## src/rtl/matmul_pkg.sv

```systemverilog
// Shared types and constants for the matrix multiply engine.
// Holds the FSM state encoding, default dimension and matrix base addresses.
package matmul_pkg;

  typedef enum logic [2:0] {
    IDLE,
    READ_A,
    READ_B,
    WRITE,
    DONE
  } mm_state_e;

  localparam int unsigned MM_N_DEFAULT = 3;
  localparam int unsigned MM_A_BASE    = 0;
  localparam int unsigned MM_B_BASE    = 9;
  localparam int unsigned MM_C_BASE    = 18;

  // Row-major word address of element [row][col] in an n-wide matrix.
  function automatic logic [31:0] elem_addr(input logic [31:0] base,
                                            input logic [31:0] row,
                                            input logic [31:0] col,
                                            input logic [31:0] n);
    return base + row * n + col;
  endfunction

endpackage

```

## src/rtl/matrix_mult_engine_if.sv

```systemverilog
// Control and data-memory bus of the matrix multiply engine.
// master = engine side, slave = requester / memory side.
interface matrix_mult_engine_if;
  logic        start;
  logic        busy;
  logic        done;
  logic        overflow;
  logic [31:0] mem_address;
  logic [31:0] mem_write_data;
  logic        mem_write_enable;
  logic        mem_read_enable;
  logic [31:0] mem_read_data;

  modport master (
    input  start,
    input  mem_read_data,
    output busy,
    output done,
    output overflow,
    output mem_address,
    output mem_write_data,
    output mem_write_enable,
    output mem_read_enable
  );

  modport slave (
    output start,
    output mem_read_data,
    input  busy,
    input  done,
    input  overflow,
    input  mem_address,
    input  mem_write_data,
    input  mem_write_enable,
    input  mem_read_enable
  );
endinterface

```

## src/rtl/mac_unit.sv

```systemverilog
// Operand/accumulator datapath: 32-bit modulo multiply-accumulate.
// Optional sticky overflow detection when MATMUL_OVF_FLAG_EN is defined.
module mac_unit (
  input  logic        clk,
  input  logic        rst_n,
  input  logic        i_start,
  input  logic        i_load_op,
  input  logic        i_mac_en,
  input  logic        i_acc_clr,
  input  logic [31:0] i_rd_data,
  output logic [31:0] o_acc_next,
  output logic        o_overflow
);

  logic [31:0] r_operand;
  logic [31:0] r_acc;

`ifdef MATMUL_OVF_FLAG_EN
  logic [63:0] w_prod;
  logic [32:0] w_sum;
  logic        r_ovf;

  assign w_prod     = {32'd0, r_operand} * {32'd0, i_rd_data};
  assign w_sum      = {1'b0, r_acc} + {1'b0, w_prod[31:0]};
  assign o_acc_next = w_sum[31:0];
  assign o_overflow = r_ovf;

  // Sticky until the next accepted start.
  always_ff @(posedge clk or negedge rst_n) begin
    if (!rst_n) begin
      r_ovf <= 1'b0;
    end else if (i_start) begin
      r_ovf <= 1'b0;
    end else if (i_mac_en && ((|w_prod[63:32]) || w_sum[32])) begin
      r_ovf <= 1'b1;
    end
  end
`else
  logic [31:0] w_prod;

  assign w_prod     = r_operand * i_rd_data;
  assign o_acc_next = r_acc + w_prod;
  assign o_overflow = 1'b0;
`endif

  always_ff @(posedge clk or negedge rst_n) begin
    if (!rst_n) begin
      r_operand <= '0;
      r_acc     <= '0;
    end else if (i_start) begin
      r_operand <= '0;
      r_acc     <= '0;
    end else begin
      if (i_load_op) begin
        r_operand <= i_rd_data;
      end
      if (i_mac_en) begin
        r_acc <= o_acc_next;
      end else if (i_acc_clr) begin
        r_acc <= '0;
      end
    end
  end

endmodule

```

## src/rtl/matrix_mult_engine.sv

```systemverilog
// Sequential C = A*B engine over a single-port word memory, one MAC per A/B read pair.
// Define MATMUL_OVF_FLAG_EN to build the sticky overflow flag (otherwise tied to 0).
module matrix_mult_engine
  import matmul_pkg::*;
#(
  parameter int unsigned N      = MM_N_DEFAULT,
  parameter int unsigned A_BASE = MM_A_BASE,
  parameter int unsigned B_BASE = MM_B_BASE,
  parameter int unsigned C_BASE = MM_C_BASE
) (
  input  logic                  clk,
  input  logic                  rst_n,
  matrix_mult_engine_if.master  bus
);

  localparam logic [31:0] LAST = 32'(N - 1);
  localparam logic [31:0] NW   = 32'(N);
  localparam logic [31:0] AB   = 32'(A_BASE);
  localparam logic [31:0] BB   = 32'(B_BASE);
  localparam logic [31:0] CB   = 32'(C_BASE);

  mm_state_e   r_state;
  logic [31:0] r_i;
  logic [31:0] r_j;
  logic [31:0] r_k;
  logic        r_busy;
  logic        r_done;
  logic        r_re;
  logic        r_we;
  logic [31:0] r_addr;
  logic [31:0] r_wdata;

  logic        w_start;
  logic        w_load_op;
  logic        w_mac_en;
  logic        w_acc_clr;
  logic [31:0] w_acc_next;
  logic        w_overflow;

  assign w_start   = (r_state == IDLE) && bus.start;
  assign w_load_op = (r_state == READ_A);
  assign w_mac_en  = (r_state == READ_B);
  assign w_acc_clr = (r_state == WRITE);

  mac_unit u_mac (
    .clk        (clk),
    .rst_n      (rst_n),
    .i_start    (w_start),
    .i_load_op  (w_load_op),
    .i_mac_en   (w_mac_en),
    .i_acc_clr  (w_acc_clr),
    .i_rd_data  (bus.mem_read_data),
    .o_acc_next (w_acc_next),
    .o_overflow (w_overflow)
  );

  // Bus outputs are registered: each transition loads the values of the state being entered.
  always_ff @(posedge clk or negedge rst_n) begin
    if (!rst_n) begin
      r_state <= IDLE;
      r_i     <= '0;
      r_j     <= '0;
      r_k     <= '0;
      r_busy  <= 1'b0;
      r_done  <= 1'b0;
      r_re    <= 1'b0;
      r_we    <= 1'b0;
      r_addr  <= '0;
      r_wdata <= '0;
    end else begin
      r_done <= 1'b0;
      case (r_state)
        IDLE: begin
          if (bus.start) begin
            r_state <= READ_A;
            r_i     <= '0;
            r_j     <= '0;
            r_k     <= '0;
            r_busy  <= 1'b1;
            r_re    <= 1'b1;
            r_addr  <= elem_addr(AB, '0, '0, NW);
          end
        end
        READ_A: begin
          r_state <= READ_B;
          r_addr  <= elem_addr(BB, r_k, r_j, NW);
        end
        READ_B: begin
          if (r_k != LAST) begin
            r_state <= READ_A;
            r_k     <= r_k + 32'd1;
            r_addr  <= elem_addr(AB, r_i, r_k + 32'd1, NW);
          end else begin
            // Write data is the accumulator value produced by this final MAC.
            r_state <= WRITE;
            r_re    <= 1'b0;
            r_we    <= 1'b1;
            r_addr  <= elem_addr(CB, r_i, r_j, NW);
            r_wdata <= w_acc_next;
          end
        end
        WRITE: begin
          r_k     <= '0;
          r_we    <= 1'b0;
          r_wdata <= '0;
          if (r_j == LAST) begin
            r_j <= '0;
            if (r_i == LAST) begin
              r_i     <= '0;
              r_state <= DONE;
              r_busy  <= 1'b0;
              r_done  <= 1'b1;
              r_addr  <= '0;
            end else begin
              r_i     <= r_i + 32'd1;
              r_state <= READ_A;
              r_re    <= 1'b1;
              r_addr  <= elem_addr(AB, r_i + 32'd1, '0, NW);
            end
          end else begin
            r_j     <= r_j + 32'd1;
            r_state <= READ_A;
            r_re    <= 1'b1;
            r_addr  <= elem_addr(AB, r_i, '0, NW);
          end
        end
        DONE: begin
          r_state <= IDLE;
        end
        default: begin
          r_state <= IDLE;
          r_busy  <= 1'b0;
          r_re    <= 1'b0;
          r_we    <= 1'b0;
          r_addr  <= '0;
          r_wdata <= '0;
        end
      endcase
    end
  end

  assign bus.busy             = r_busy;
  assign bus.done             = r_done;
  assign bus.overflow         = w_overflow;
  assign bus.mem_address      = r_addr;
  assign bus.mem_write_data   = r_wdata;
  assign bus.mem_write_enable = r_we;
  assign bus.mem_read_enable  = r_re;

endmodule

```

## src/flat_wrapper.sv

```systemverilog
// flat-port wrapper written by rule: the top's interface ports become plain ports
module matrix_mult_engine_flat import matmul_pkg::*;
#(
  parameter int unsigned N      = MM_N_DEFAULT,
  parameter int unsigned A_BASE = MM_A_BASE,
  parameter int unsigned B_BASE = MM_B_BASE,
  parameter int unsigned C_BASE = MM_C_BASE
)
  (clk, rst_n, bus_start, bus_mem_read_data, bus_busy, bus_done, bus_overflow, bus_mem_address, bus_mem_write_data, bus_mem_write_enable, bus_mem_read_enable);
  matrix_mult_engine_if bus_i ();
  input  logic clk;
  input  logic rst_n;
  input wire logic [$bits(bus_i.start)-1:0] bus_start;
  input wire logic [$bits(bus_i.mem_read_data)-1:0] bus_mem_read_data;
  output wire logic [$bits(bus_i.busy)-1:0] bus_busy;
  output wire logic [$bits(bus_i.done)-1:0] bus_done;
  output wire logic [$bits(bus_i.overflow)-1:0] bus_overflow;
  output wire logic [$bits(bus_i.mem_address)-1:0] bus_mem_address;
  output wire logic [$bits(bus_i.mem_write_data)-1:0] bus_mem_write_data;
  output wire logic [$bits(bus_i.mem_write_enable)-1:0] bus_mem_write_enable;
  output wire logic [$bits(bus_i.mem_read_enable)-1:0] bus_mem_read_enable;
  assign bus_i.start = bus_start;
  assign bus_i.mem_read_data = bus_mem_read_data;
  assign bus_busy = bus_i.busy;
  assign bus_done = bus_i.done;
  assign bus_overflow = bus_i.overflow;
  assign bus_mem_address = bus_i.mem_address;
  assign bus_mem_write_data = bus_i.mem_write_data;
  assign bus_mem_write_enable = bus_i.mem_write_enable;
  assign bus_mem_read_enable = bus_i.mem_read_enable;
  matrix_mult_engine #(.N(N), .A_BASE(A_BASE), .B_BASE(B_BASE), .C_BASE(C_BASE)) u_core (.clk(clk), .rst_n(rst_n), .bus(bus_i));
endmodule
```

## config.mk

```make
export PLATFORM = sky130hd
export DESIGN_NAME = matrix_mult_engine_flat
export DESIGN_NICKNAME = d
export VERILOG_FILES = /design/src/rtl/matmul_pkg.sv /design/src/rtl/matrix_mult_engine_if.sv /design/src/rtl/mac_unit.sv /design/src/rtl/matrix_mult_engine.sv /design/src/flat_wrapper.sv
export SDC_FILE = /design/constraint.sdc
export NUM_CORES = 2
export LEC_CHECK = 0
export BUFFER_PORTS_ARGS = -buffer_cell sky130_fd_sc_hd__buf_4
export CORE_ASPECT_RATIO = 0.5
export CORE_MARGIN = 4
export CORE_UTILIZATION = 40
export DETAILED_ROUTE_END_ITERATION = 12
export PLACE_DENSITY_LB_ADDON = 0.1
export SLEW_MARGIN = 10
export SYNTH_ARGS = -nofsm -noshare
export SYNTH_HDL_FRONTEND = slang
export SYNTH_HIERARCHICAL = 1
export SYNTH_SLANG_ARGS = --single-unit
```

## constraint.sdc

```tcl
create_clock -name clk -period 9.55 [get_ports clk]
set_input_delay 1.4325 -clock clk [delete_from_list [all_inputs] [get_ports clk]]
set_output_delay 1.4325 -clock clk [all_outputs]
set_load 0.01 [all_outputs]
```

After elaboration in Yosys (flattened, before gate mapping):

Cells that the tools add are included.
Widths: inputs -> output; s select.

* flip-flop bits (word level): 231
* ROM bits: 0
* bits in latches: 0
* output and inout port bits: 69
* memories kept: 0
* input bits: 35
* RAM bits: 0

* mux-type cells: 37
* div/mod/pow operators: 0
* add/subtract/negate cells: 9
* $lt $le $gt $ge: 0
* multiply operators: 4
* reduce and logical (&&, ||, !) cells: 16
* shift operators: 0
* equal/unequal tests: 13
* bitwise logic cells: 4

Operators by type and width (number)
* $mux 32: 14
* $pmux 32 s2: 3
* $pmux 32 s5: 1
* $add 32x32->32: 4
* $add 32x1->32 const B: 3
* $mul 32x2->32 const B: 3
* $pmux 32 s3: 1
* $eq 32x2->1 const B: 2
* $add 4x32->32 const A: 1
* $add 5x32->32 const A: 1
* $mul 32x32->32: 1
* $ne 32x2->1 const B: 1
* $pmux 3 s4: 1
* $mux 1: 10
* $mux 3: 3
* $reduce_and 4->1: 2
* $eq 3x2->1 const B: 2
* $ne 2x1->1 const B: 3
* $reduce_and 2->1: 3
* $reduce_and 3->1: 2
* $reduce_bool 3->1: 2
* $reduce_or 3->1: 2
* $ne 2x2->1 const B: 2
* $not 1->1: 4
* 11 further kinds: 12

Longest topological paths before layout:

* word-level depth: 5
* depth in mapped cells: 30
* mapped depth without buffers: 27

Hierarchy:

Netlist, hierarchy kept.

Modules (own cells, without submodules)
* mac_unit: cells each 2093, seq. area each 1601.5 sq um, times used 1, area an instance 19486.2 sq um
* matrix_mult_engine: cells each 2115, seq. area each 4179.0 sq um, times used 1, area an instance 18186.2 sq um

Least setup slack after synthesis:

No wires, ideal clock.

* path kind: input -> register
* from: input port bus_mem_read_data[4]
* to: register u_core.r_wdata[28] (netlist: u_core/bus.mem_write_data[28])
* arrival: 8203 ps
* library setup time: 121 ps
* cell stages on the path: 27
* setup slack: 1226 ps
* required time: 9429 ps
* path through: clkbuf_1 clkbuf_1 and2_1 fa_1 inv_1 fa_1 inv_1 fa_1 inv_1 fa_1 inv_1 fa_1 fa_1 fa_1 inv_1 fa_1 inv_1 ha_1 clkbuf_1 nand4_1 nor2_1 nand2_1 nor3_1 a211oi_1 or3_1 and2_1 a22o_1

* word-level cells in the longest chain between the ends: 4

RTL lines
* start: declaration: line flat_wrapper.sv:14 `input wire logic [$bits(bus_i.mem_read_data)-1:0] bus_mem_read_data;`
* $mul 32x32->32: line mac_unit.sv:41 `assign w_prod = r_operand * i_rd_data;`
* $add 32x32->32: line mac_unit.sv:42 `assign o_acc_next = r_acc + w_prod;`
* net u_core.w_acc_next[28]: line matrix_mult_engine.sv:37 `logic [31:0] w_acc_next;`
* $mux 32: line matrix_mult_engine.sv:89 `if (r_k != LAST) begin`
* $pmux 32 s2: line matrix_mult_engine.sv:72 `case (r_state)`
* end signal: assignment: line matrix_mult_engine.sv:99 `r_wdata <= w_acc_next;`
* end: declaration: line matrix_mult_engine.sv:31 `logic [31:0] r_wdata;`

The timed path passes the listed nets, and every way through them passes these cells. The select of a mux whose other input is x is not followed.
A chain may end at the register's enable or synchronous reset.

Final worst setup path:

* from: register u_core.u_mac.r_operand[8]
* to: register u_core.r_wdata[30] (netlist: u_core/bus.mem_write_data[30])

* word-level cells in the longest chain between the ends: 4

RTL lines
* start: declaration: line mac_unit.sv:15 `logic [31:0] r_operand;`
* start signal: assignment: line mac_unit.sv:55 `r_operand <= i_rd_data;`
* $mul 32x32->32: line mac_unit.sv:41
* $add 32x32->32: line mac_unit.sv:42
* net u_core.w_acc_next[30]: line matrix_mult_engine.sv:37
* $mux 32: line matrix_mult_engine.sv:89
* $pmux 32 s2: line matrix_mult_engine.sv:72

The timed path passes the listed nets, and every way through them passes these cells. The select of a mux whose other input is x is not followed.

==> qor.yml <==
outcome: "finished clean"
initial_core_util: 0.404
die-area_mm2: 0.0995
tightestPinTransition_ns: 1.24
hold_class: "reg2reg"
finClkSkew_ns: 0.0286
rr_startpoint: "u_core/u_mac/r_operand[8]$_DFFE_PN0P_"
drt_first_pass_iters: 8
fp.dieH_um: 225
hold_start: "u_core/r_k[31]$_DFFE_PN0P_"
yosysMostFrequentCell: "inv_1"
synthArstFlopShare: 1.00
antenna_found_initial: 2
drtIter0Drc: 2215
io_buffer_count: 102
cts-buffers-inserted: 30
required_ns: 10.05
critPathArrivalTime_ns: 8.61
clk_latency_ns: 0.62
place_congestion: 0.894
synth-seq-area-share: 0.153
maxCapViolCount: 0
ff2ff_path_depth: 23
synth_area_leaders: "fa_1 25%, dfrtp_1 15%, ha_1 13%, and2_1 6.2%, inv_1 6.1%"
setup_violations: 0
crit_type: "reg2reg"
cts_hold_buf: 0
period_share: 0.850
path_clk_slew_ns: 0.07
synth-xor-area-share: 0.0659
multi_input_area_mm2: 0.0289
wl_um: 117000
synth_warnings: 6
placed_area_mm2: 0.0396
finalSetupTns_ns: 0
grt_pass1_vias: 30558
min_to: "u_core/r_k[31]$_DFFE_PN0P_"
synth_edf_count: 0
via_per_inst: 5.37
layout.nets: 5092
ant_nets: 0
dp_hpwl_um: 91100
routed-via-count: 29365
syn2layout_area_growth_pct: 7.92
syn-cell-area_mm2: 0.0377
cp-start-kind: "flop"
ys_ff_latch: 231
netlist-cell-type-count: 97
period_minus_slack_ns: 8.11
fillCellCount: 9213
globalRouteOverflowTotal: 0
design_area_mm2: 0.0407
synth_area_leader_cell: "fa_1"
cts_tree: "done"
postCtsSetupBuffers: 0
grt_max_degree: 143
slew_viol_final: 0
worstSetupEndpointType: "flop"
yosys.area_share.simple: 0.159
synth.area.mux_share: 0.0115
hold_slack_ns: 0.487
postLayoutCoreUtil: 0.436
grt_pass1_wl_um: 184000
reg2reg_slack_ns: 1.44
synth_top_family_by_area: "adder cells"
regArea_mm2: 0.00578
synthCells: 4208
synth_top_area_share: 0.251
clock_sinks: 231
grt_use_total: 0.235
fmax_mhz: 123
crit_start: "u_core/u_mac/r_operand[8]$_DFFE_PN0P_"
htreeDepth: 1
io_pins: 104
syn_nets: 5116
r2r_end: "u_core/bus.mem_write_data[30]$_DFFE_PN0P_"
yosys-top-cells-count: "613 x inv_1, 472 x fa_1, 401 x ha_1, 372 x and2_1, 350 x nand2_1"
fp.dieW_um: 442
rows: 79
relSlewSlack: 0.172
core_mm2: 0.0932
synth_compound_area_frac: 0.145
cts_resized: 0
synth_adder_area_share: 0.384
final_layout_size_suffix_gt1_frac: 0.0566
ys.flop_type: "dfrtp_1"
hold_depth: 2
critPathMaxFanout: 17
clockRootBuffer: "clkbuf_16"
drc_errors: 0
clockBufferDepth: 3
hold_viol: 0
rsz0062_at_grt: "false"
wl_per_cell_um: 21.4
avgSynthCellArea_um2: 8.95
## final cells by class
type | instances | area share
antenna | 1 | 0.0000615
clock buffer | 37 | 0.0196
clock inverter | 19 | 0.00582
inverter | 615 | 0.0568
multi-input combinational | 3169 | 0.711
sequential | 231 | 0.142
tap | 1255 | 0.0386
timing repair buffer | 137 | 0.0258
## placed cells by master (no fill, tap or decap), types with 8 or more instances in the layout
| cell type | n |
|---|---|
| a211o_1 | 8 |
| nor2_1 | 186 |
| xor2_1 | 66 |
| or3_1 | 15 |
| buf_4 | 135 |
| a222oi_1 | 8 |
| o221ai_1 | 12 |
| fa_1 | 472 |
| and4_1 | 8 |
| nor4_1 | 14 |
| nand4_1 | 36 |
| nor3_1 | 26 |
| o21a_1 | 19 |
| o31ai_1 | 22 |
| xnor2_1 | 213 |
| ha_1 | 401 |
| nand2b_1 | 24 |
| mux2i_1 | 41 |
| inv_1 | 613 |
| a22o_1 | 87 |
| nand2_1 | 350 |
| o21ai_0 | 199 |
| and3_1 | 32 |
| nand3_1 | 59 |
| nor2b_1 | 13 |
| a21oi_1 | 151 |
| a21o_1 | 106 |
| o211ai_1 | 16 |
| a211oi_1 | 21 |
| and2_1 | 372 |
| a31oi_1 | 26 |
| clkbuf_16 | 30 |
| a221oi_1 | 22 |
| o21bai_1 | 17 |
| dfrtp_1 | 231 |
## metal layers
metal / up-vias / GRT usage / wire length, um
met2: 653 / 0.374 / 51400
met1: 14855 / 0.351 / 57600
met3: 95 / 0.0284 / 5640
li1: 13762 / - / -
met5: - / 0 / 0
met4: 0 / 0.0368 / 1930
## through the flow
step | setup WS (ns) | std cells
6_report | 1.44 | 5464
5_1_grt | 1.05 | 5463
4_1_cts | 1.47 | 5463
3_5_place_dp | 0.866 | 5407
3_3_place_gp | 0.945 | 5407
2_1_floorplan | 1.23 | 4208
## logic make-up after synthesis
family          count (synthesis)
simple gates                 1174
fa+ha+maj                     873
buf+inv                       808
compound gates                797
xor+xnor                      281
flops                         231
mux                            43
other cells                     1
## worst max-delay path, cell delays in order (launching register included)
cell,delay (ns)
dfrtp_1,0.91
buf_4,0.33
and2_1,0.18
fa_1,0.42
fa_1,0.53
inv_1,0.06
fa_1,0.54
inv_1,0.06
fa_1,0.50
fa_1,0.58
fa_1,0.46
fa_1,0.55
inv_1,0.06
fa_1,0.56
inv_1,0.06
ha_1,0.41
nand4_1,0.15
nor2_1,0.31
nand2_1,0.08
nor3_1,0.37
a211oi_1,0.14
or3_1,0.39
and2_1,0.16
a22o_1,0.20
## worst max path at each step
stage | endpoint | cells after the start
after detailed placement | u_core/bus.mem_write_data[30]$_DFFE_PN0P_ | 25
final | u_core/bus.mem_write_data[30]$_DFFE_PN0P_ | 23
after CTS | u_core/bus.mem_write_data[30]$_DFFE_PN0P_ | 23
after floorplan | u_core/bus.mem_write_data[28]$_DFFE_PN0P_ | 27
after global placement | u_core/bus.mem_write_data[30]$_DFFE_PN0P_ | 25
after global routing | u_core/bus.mem_write_data[31]$_DFFE_PN0P_ | 25
## flip-flops by register name, indices dropped and copies added (netlist names)
register                     flops
u_core/bus.mem_read_enable       1
u_core/bus.mem_write_enable      1
u_core/r_k                      32
u_core/bus.busy                  1
u_core/r_state                   3
u_core/r_j                      32
u_core/bus.mem_address          32
u_core/r_i                      32
u_core/u_mac/r_operand          32
u_core/bus.done                  1
u_core/u_mac/r_acc              32
u_core/bus.mem_write_data       32
Power is left out: the tool's default activity adds up to more than one toggle a clock period on the data nets, which glitch-free logic cannot reach.
